**config.mk**
```make
export PLATFORM = sky130hd
export DESIGN_NAME = seven_segment_demux
export DESIGN_NICKNAME = d
export VERILOG_FILES = /design/src/rtl/seven_segment_demux.sv
export SDC_FILE = /design/constraint.sdc
export NUM_CORES = 1
export LEC_CHECK = 0
export ABC_CLOCK_PERIOD_IN_PS = 3200
export CAP_MARGIN = 20
export CORE_MARGIN = 2
export CORE_UTILIZATION = 57
export CTS_BUF_LIST = sky130_fd_sc_hd__clkbuf_8
export DETAILED_ROUTE_END_ITERATION = 10
export PLACE_DENSITY = 0.82
export SYNTH_ARGS = -nofsm -noshare
export SYNTH_HDL_FRONTEND = slang
export SYNTH_SLANG_ARGS = --single-unit
```
**constraint.sdc**
```tcl
create_clock -name i_CLK -period 3.2 [get_ports i_CLK]
set_input_delay 0.8 -clock i_CLK [delete_from_list [all_inputs] [get_ports i_CLK]]
set_output_delay 0.8 -clock i_CLK [all_outputs]
set_load 0.005 [all_outputs]
```
**src/rtl/seven_segment_demux.sv**
```systemverilog
// Receive side of a four-digit seven-segment multiplexed bus: debounces each
// slot, tracks digit order 1..4 and publishes complete frames atomically.
module seven_segment_demux #(
    parameter int STABLE_CYCLES = 2
) (
    input  logic       i_CLK,
    input  logic       i_RESET,
    input  logic       i_SAMPLE_EN,
    input  logic [3:0] i_DATA,
    input  logic [3:0] i_ANODES,
    output logic [3:0] o_DIGIT_1,
    output logic [3:0] o_DIGIT_2,
    output logic [3:0] o_DIGIT_3,
    output logic [3:0] o_DIGIT_4,
    output logic       o_FRAME_DONE,
    output logic       o_LOCKED,
    output logic       o_ERROR
);

    localparam logic [3:0] C_STABLE = 4'(STABLE_CYCLES);

    typedef enum logic {
        HUNT,
        LOCKED
    } state_t;

    state_t     r_state;
    logic [1:0] r_expect;
    logic [1:0] r_last;
    logic [3:0] r_stage_0;
    logic [3:0] r_stage_1;
    logic [3:0] r_stage_2;
    logic [7:0] r_prev;
    logic       r_prev_valid;
    logic [3:0] r_count;
    logic [3:0] r_digit_1;
    logic [3:0] r_digit_2;
    logic [3:0] r_digit_3;
    logic [3:0] r_digit_4;
    logic       r_frame_done;
    logic       r_error;

    logic [7:0] w_sample;
    logic       w_same;
    logic [3:0] w_count_nx;
    logic       w_fire;

    logic       w_legal;
    logic       w_blank;
    logic [1:0] w_idx;

    state_t     w_state_nx;
    logic [1:0] w_expect_nx;
    logic [1:0] w_last_nx;
    logic [3:0] w_stage_0_nx;
    logic [3:0] w_stage_1_nx;
    logic [3:0] w_stage_2_nx;
    logic [3:0] w_digit_1_nx;
    logic [3:0] w_digit_2_nx;
    logic [3:0] w_digit_3_nx;
    logic [3:0] w_digit_4_nx;
    logic       w_done_nx;
    logic       w_err_nx;

    assign w_sample = {i_ANODES, i_DATA};
    assign w_same   = r_prev_valid && (w_sample == r_prev);

    always_comb begin
        w_count_nx = r_count;
        if (i_SAMPLE_EN) begin
            if (!w_same) begin
                w_count_nx = 4'd1;
            end else if (r_count >= C_STABLE) begin
                w_count_nx = C_STABLE;
            end else begin
                w_count_nx = r_count + 4'd1;
            end
        end
    end

    // Fire only on the edge where the count first reaches the threshold.
    assign w_fire = i_SAMPLE_EN && (w_count_nx == C_STABLE)
                  && (!w_same || (r_count != C_STABLE));

    always_comb begin
        w_legal = 1'b1;
        w_blank = 1'b0;
        w_idx   = 2'd0;
        case (i_ANODES)
            4'b0111: w_idx = 2'd0;
            4'b1011: w_idx = 2'd1;
            4'b1101: w_idx = 2'd2;
            4'b1110: w_idx = 2'd3;
            4'b1111: w_blank = 1'b1;
            default: w_legal = 1'b0;
        endcase
    end

    always_comb begin
        w_state_nx   = r_state;
        w_expect_nx  = r_expect;
        w_last_nx    = r_last;
        w_stage_0_nx = r_stage_0;
        w_stage_1_nx = r_stage_1;
        w_stage_2_nx = r_stage_2;
        w_digit_1_nx = r_digit_1;
        w_digit_2_nx = r_digit_2;
        w_digit_3_nx = r_digit_3;
        w_digit_4_nx = r_digit_4;
        w_done_nx    = 1'b0;
        w_err_nx     = 1'b0;

        if (w_fire && !w_blank) begin
            if (!w_legal) begin
                w_err_nx   = 1'b1;
                w_state_nx = HUNT;
            end else if (r_state == HUNT) begin
                if (w_idx == 2'd0) begin
                    w_stage_0_nx = i_DATA;
                    w_last_nx    = 2'd0;
                    w_expect_nx  = 2'd1;
                    w_state_nx   = LOCKED;
                end
            end else if (w_idx == r_expect || w_idx == r_last) begin
                // In-order advance, or new data under the same anode.
                case (w_idx)
                    2'd0:    w_stage_0_nx = i_DATA;
                    2'd1:    w_stage_1_nx = i_DATA;
                    2'd2:    w_stage_2_nx = i_DATA;
                    default: w_stage_2_nx = r_stage_2;
                endcase
                if (w_idx == r_expect) begin
                    w_last_nx   = w_idx;
                    w_expect_nx = w_idx + 2'd1;
                    if (w_idx == 2'd3) begin
                        w_digit_1_nx = r_stage_0;
                        w_digit_2_nx = r_stage_1;
                        w_digit_3_nx = r_stage_2;
                        w_digit_4_nx = i_DATA;
                        w_done_nx    = 1'b1;
                    end
                end
            end else begin
                w_err_nx = 1'b1;
                if (w_idx == 2'd0) begin
                    // Out-of-order digit 1 doubles as a fresh frame start.
                    w_stage_0_nx = i_DATA;
                    w_last_nx    = 2'd0;
                    w_expect_nx  = 2'd1;
                    w_state_nx   = LOCKED;
                end else begin
                    w_state_nx = HUNT;
                end
            end
        end
    end

    always_ff @(posedge i_CLK) begin
        if (i_RESET) begin
            r_state      <= HUNT;
            r_expect     <= 2'd0;
            r_last       <= 2'd0;
            r_stage_0    <= 4'd0;
            r_stage_1    <= 4'd0;
            r_stage_2    <= 4'd0;
            r_prev       <= 8'd0;
            r_prev_valid <= 1'b0;
            r_count      <= 4'd0;
            r_digit_1    <= 4'd0;
            r_digit_2    <= 4'd0;
            r_digit_3    <= 4'd0;
            r_digit_4    <= 4'd0;
            r_frame_done <= 1'b0;
            r_error      <= 1'b0;
        end else begin
            r_state      <= w_state_nx;
            r_expect     <= w_expect_nx;
            r_last       <= w_last_nx;
            r_stage_0    <= w_stage_0_nx;
            r_stage_1    <= w_stage_1_nx;
            r_stage_2    <= w_stage_2_nx;
            r_count      <= w_count_nx;
            r_digit_1    <= w_digit_1_nx;
            r_digit_2    <= w_digit_2_nx;
            r_digit_3    <= w_digit_3_nx;
            r_digit_4    <= w_digit_4_nx;
            r_frame_done <= w_done_nx;
            r_error      <= w_err_nx;
            if (i_SAMPLE_EN) begin
                r_prev       <= w_sample;
                r_prev_valid <= 1'b1;
            end
        end
    end

    assign o_DIGIT_1    = r_digit_1;
    assign o_DIGIT_2    = r_digit_2;
    assign o_DIGIT_3    = r_digit_3;
    assign o_DIGIT_4    = r_digit_4;
    assign o_FRAME_DONE = r_frame_done;
    assign o_LOCKED     = (r_state == LOCKED);
    assign o_ERROR      = r_error;

endmodule

```
==> results of run 1 <==
[worst max path at each step]
| stage | cells after the start | to | slack (ps) |
|---|---|---|---|
| after floorplan | 10 | o_DIGIT_1[0] | 580 |
| after detailed placement | 8 | o_DIGIT_1[3] | -2 |
| after global routing | 8 | o_DIGIT_3[2] | 160 |
| after global placement | 8 | o_DIGIT_3[1] | 50 |
| final | 8 | o_DIGIT_3[2] | 290 |
| after CTS | 9 | o_DIGIT_3[2] | 290 |
[cell usage in the layout (no fill, tap or decap), types with 2 or more instances in the layout]
| cell | instances |
|---|---|
| a21oi_1 | 4 |
| a22o_1 | 3 |
| a311oi_1 | 2 |
| a31o_1 | 3 |
| a31o_2 | 2 |
| a31oi_1 | 2 |
| and2_1 | 2 |
| and3_1 | 3 |
| and3_2 | 2 |
| buf_4 | 19 |
| clkbuf_8 | 6 |
| clkdlybuf4s50_1 | 29 |
| dfxtp_1 | 48 |
| ha_1 | 6 |
| inv_1 | 7 |
| mux2i_1 | 28 |
| nand2_1 | 17 |
| nand3_1 | 12 |
| nand3b_1 | 3 |
| nand4_1 | 2 |
| nor2_1 | 30 |
| nor3_1 | 4 |
| nor4_1 | 5 |
| nor4_4 | 2 |
| o21ai_0 | 7 |
| or3b_1 | 2 |
| xor2_1 | 9 |
[cells by family after synthesis]
kind of cell / count (synthesis)
simple gates: 94
mux: 28
compound gates: 33
fa+ha+maj: 7
flops: 48
buf+inv: 22
xor+xnor: 10
[routing by layer]
metal | vias to the layer above | wire length (µm) | GRT usage (%)
met3 | 6 | 230 | 5.00
met2 | 35 | 2330 | 39.0
li1 | 939 | - | -
met1 | 882 | 2080 | 28.1
met5 | - | 0 | 0
met4 | 0 | 48 | 6.12
[worst max-delay path, delay by kind of cell]
| kind | cells | cell delay (ps) |
|---|---|---|
| mux | 1 | 180 |
| compound gates | 2 | 270 |
| simple gates | 3 | 1080 |
| buf+inv | 2 | 750 |
[final cells by class]
class	count	area [µm²]	share of cell area, %
timing repair buffer	49	453	16.2
clock buffer	6	82.6	2.95
clock inverter	1	8.76	0.312
multi-input combinational	172	1210	43.0
sequential	48	961	34.3
tap	50	62.6	2.23
inverter	8	30.0	1.07
[metrics by stage]
step                cell area [µm²]  total power (µW)  utilization, %  hold slack, ps
floorplan                      2290               693               -             432
global placement               2710               732            68.8             442
detailed placement             2710               736            68.8             450
CTS                            2800              1100            71.1             464
global route                   2800              1130            71.1             501
finish                         2800              1090            71.1             465
[cells in the mapped netlist, types with 4 or more instances]
cell type and n:
clkbuf_1 7, nor3_1 4, ha_1 6, nand3_1 12
xor2_1 9, dfxtp_1 48, mux2i_1 28, nor2_1 30
nand2_1 17, inv_1 7, a21oi_1 4, o21ai_0 7
nor4_1 5
[where the power goes]
| part | internal (µW) | switching, µW | total [µW] |
|---|---|---|---|
| clock | 173 | 198 | 370 |
| sequential | 605 | 5.04 | 610 |
| combinational | 50.0 | 62.3 | 112 |
| total | 827 | 265 | 1090 |
==> results.yml, run 1 <==
grt:
  grt_pass1_vias: 1706
  antenna_found_initial: 0
  grt_first_pass_wirelength_um: 7650
  grt_max_degree: 35
  track_usage_pct: 22.5
  overflow: 0
synth:
  synthesis.instances: 242
  ys_seq_elements: 48
  ys_seq_area_share_pct: 42.0
  synthSimpleGateAreaFrac_pct: 22.3
  synthArstFlopShare_pct: 0
  synth_area_um2: 2290
  synth_xor_area_share_pct: 3.83
  synth_largest_area_cell: "dfxtp_1"
  synth_top_cell_area_share_pct: 42.0
  synth_edf_count: 0
  ys_types: 52
  syn_nets: 259
  synthMuxAreaShare_pct: 12.2
  synthFlopType: "dfxtp_1"
  yosys_warnings: 0
  syn_area_per_cell_um2: 9.46
  synth_compound_area_share_pct: 10.7
  synth_top_family_by_area: "simple AND/OR/NAND/NOR gates"
  synthAdderAreaFrac_pct: 3.72
  ys_top_cells_by_area: "dfxtp_1, mux2i_1, nor2_1"
clocking:
  cts.clk_slew.worst_paths_ps: 90
  ctsResizeCount: 0
  clk_path_buf_depth: 2
  cts_max_level: 2
  cts_made_buffers: 5
  postCtsHoldBufs: 0
  clock-sinks: 48
  clk_latency_ps: 300
  cts_setup_buffers: 0
  tritoncts: "built"
  clockRootBuffer: "clkbuf_8"
power:
  p_per_area_nw_per_um2: 389
  vdd_drop_max_mv: 0.275
  leakage_uw: 0.00119
worst_setup_path:
  path_cells: "clkdlybuf4s50_1 -> or3b_1 -> a21oi_2 -> o31ai_2 -> or4_1 -> buf_12 -> mux2i_1 -> nor2_1"
  endpoint_kind: "register"
  cp_max_fo: 17
  start_kind: "input pin"
  r2r_end: "o_DIGIT_3[2]"
  slowest_stage: "or4_1"
  startpoint: "i_ANODES[1]"
  r2r_slack_ps: 740
  cp.required_ps: 3380
  cp_data_arrival_time_ps: 3090
  crit_type: "in -> reg"
  max_stage_delay_ps: 570
  reg2reg_depth: 9
  reg2reg_from: "r_count[0]"
cells_and_area:
  layout.nets: 301
  regMostFlops: "r_prev"
  largest_reg_flops: 8
  synthToLayoutAreaGrowth_pct: 22.5
  final_layout_size_suffix_gt1_share_pct: 13.7
  stdcell_count: 334
  nFillCells: 314
  num_antenna_cells: 0
sta:
  setup_viol: 0
  fin_crit_ps: 2910
  fmax_mhz: 344
  slew_headroom_pct: 53.7
  fin_setup_tns_ps: 0
  fin_ws_ps: 292
  post-route-period-util_pct: 90.9
  hold_viol_final: 0
  fin_skew_ps: 8.94
  worst_pin_slew_ps: 688
  rsz0062_at_grt: "false"
  slew_viol_final: 0
placement:
  pre_cts_slack_ps: -2.35
  hpwl_um: 3490
  place_congestion: 0.952
  post-place-cells: 327
  portBuffers: 29
floorplan:
  start_util_pct: 58.0
  die_w_um: 67.4
  num_rows: 23
  die_y_um: 67.4
  coreArea_um2: 3940
  ioPinCount: 30
  dieArea_um2: 4540
flow_run:
  drv_cap: 0
min_path:
  holdPathEnd: "r_stage_1[2]"
  hold_class: "reg -> reg"
  hp-start: "r_stage_1[2]"
  hold_depth: 2
detailed_routing:
  route.detailed.drc: 0
  num_vias: 1862
  wl_per_cell_um: 14.0
  drt-total-wl_um: 4680
  drt_iter0_drc: 93
  dr.pass1.iters: 4
  postRouteAntennaNets: 0
  viasPerCell: 5.57
status:
  status: "finished clean"
Power figures use the tool's default switching activity.
==> inputs of run 2 (changes only) <==
Settings changed: ABC_CLOCK_PERIOD_IN_PS 3200 to 3800, CORE_MARGIN 2 to unset, CORE_UTILIZATION 57 to 60, PLACE_DENSITY 0.82 to 0.86, SLEW_MARGIN set to 0.
Clock period 3.2 ns to 3.8 ns, I/O delays scaled along.
==> results.yml, run 2 (synthesis results as in run 1) <==
floorplan:
  start_util_pct: 62.5
  coreArea_um2: 3660
  dieArea_um2: 4070
  ioPinCount: 30
  die_y_um: 63.8
  num_rows: 22
  die_w_um: 63.8
clocking:
  clk_path_buf_depth: 2
  cts_max_level: 2
  clk_latency_ps: 300
  clock-sinks: 48
  cts_made_buffers: 5
  ctsResizeCount: 0
  cts_setup_buffers: 0
  tritoncts: "built"
  postCtsHoldBufs: 0
  cts.clk_slew.worst_paths_ps: 80
  clockRootBuffer: "clkbuf_8"
min_path:
  hp-start: "r_stage_1[0]"
  hold_depth: 2
  hold_class: "reg -> reg"
power:
  leakage_uw: 0.00112
  p_per_area_nw_per_um2: 377
  vdd_drop_max_mv: 0.363
  total_power_uw: 1020
cells_and_area:
  final_layout_size_suffix_gt1_share_pct: 8.58
  layout.nets: 285
  synthToLayoutAreaGrowth_pct: 18.3
  num_antenna_cells: 0
  regMostFlops: "r_prev"
  layout_common_cells: "dfxtp_1, nor2_1, clkdlybuf4s50_1"
  largest_reg_flops: 8
  mostFrequentLayoutCell: "dfxtp_1"
  finalCoreUtilization_pct: 73.9
detailed_routing:
  postRouteAntennaNets: 0
  route.detailed.drc: 0
  num_vias: 1827
  viasPerCell: 5.78
  drt-total-wl_um: 4780
  dr.pass1.iters: 4
  wl_per_cell_um: 15.1
  drt_iter0_drc: 152
grt:
  use_met2_pct: 40.3
  use_met1_pct: 32.0
  grt_first_pass_wirelength_um: 7780
  use_met3_pct: 5.36
  antenna_found_initial: 0
  overflow: 0
  track_usage_pct: 25.1
  grt_pass1_vias: 1666
  grt_max_degree: 35
  top_usage_layer: "met2"
sta:
  slew_headroom_pct: 55.8
  fin_skew_ps: 6.91
  setup_viol: 0
  fin_ws_ps: 556
  hold_viol_final: 0
  worst_pin_slew_ps: 657
  slew_viol_final: 0
  post-route-period-util_pct: 85.4
  fin_crit_ps: 3240
  fin_setup_tns_ps: 0
  fmax_mhz: 308
  rsz0062_at_grt: "false"
placement:
  hpwl_um: 3310
  portBuffers: 29
  place_congestion: 0.876
  pre_cts_slack_ps: 258
worst_setup_path:
  cp.required_ps: 3970
  reg2reg_from: "r_count[0]"
  cp_max_fo: 17
  reg2reg_depth: 9
  start_kind: "input pin"
  crit_type: "in -> reg"
  endpoint_kind: "register"
  startpoint: "i_ANODES[0]"
  cp_data_arrival_time_ps: 3420
status:
  status: "finished clean"
flow_run:
  drv_cap: 0
[run 2: cell types whose count changed in the layout (fill, tap and decap cells not counted)]
| cell | previous run | this run |
|---|---|---|
| clkbuf_8 | 6 | 5 |
| bufinv_16 | 0 | 2 |
| clkinv_4 | 1 | 0 |
| buf_4 | 19 | 4 |
| buf_12 | 1 | 0 |
[run 2: per-layer routing]
metal,vias to the layer above,share of wire [%]
met2,58,49
met1,853,45
met3,9,4.4
met4,0,1.6
li1,907,-
met5,-,0
[run 2: area by class of cell]
cell class	count	area, µm²
flip-flops and latches	48	961
fillers	268	955
clock inverters	2	60.1
clock buffers	5	68.8
repair buffers	33	320
multi-input cells	172	1210
inverters	8	30.0
well taps	48	60.1
[run 2: worst max-delay path, cell delays in order]
cell             delay, ps
clkdlybuf4s50_1        740
or3b_1                 410
a21oi_2                170
o31ai_2                100
or4_1                  510
buf_4                  240
mux2i_1                220
nor2_1                  60
[run 2: worst paths after layout]
path                                endpoint  slack, ps
worst max-delay path            o_DIGIT_2[3]        560
worst min-delay path            r_stage_1[0]        460
worst max register to register  o_DIGIT_2[3]       1360
worst min register to register  r_stage_1[0]        460
[run 2: stage by stage]
stage	hold WS, ps	cells	cell area (µm²)
6_report	462	316	2710
5_1_grt	488	316	2710
4_1_cts	463	316	2710
3_5_place_dp	452	309	2580
3_3_place_gp	440	309	2580
2_1_floorplan	432	242	2290
[run 2: power by group]
group          switching, µW  internal, µW
Combinational           51.2          33.4
Sequential              4.85           509
Clock                    164           259
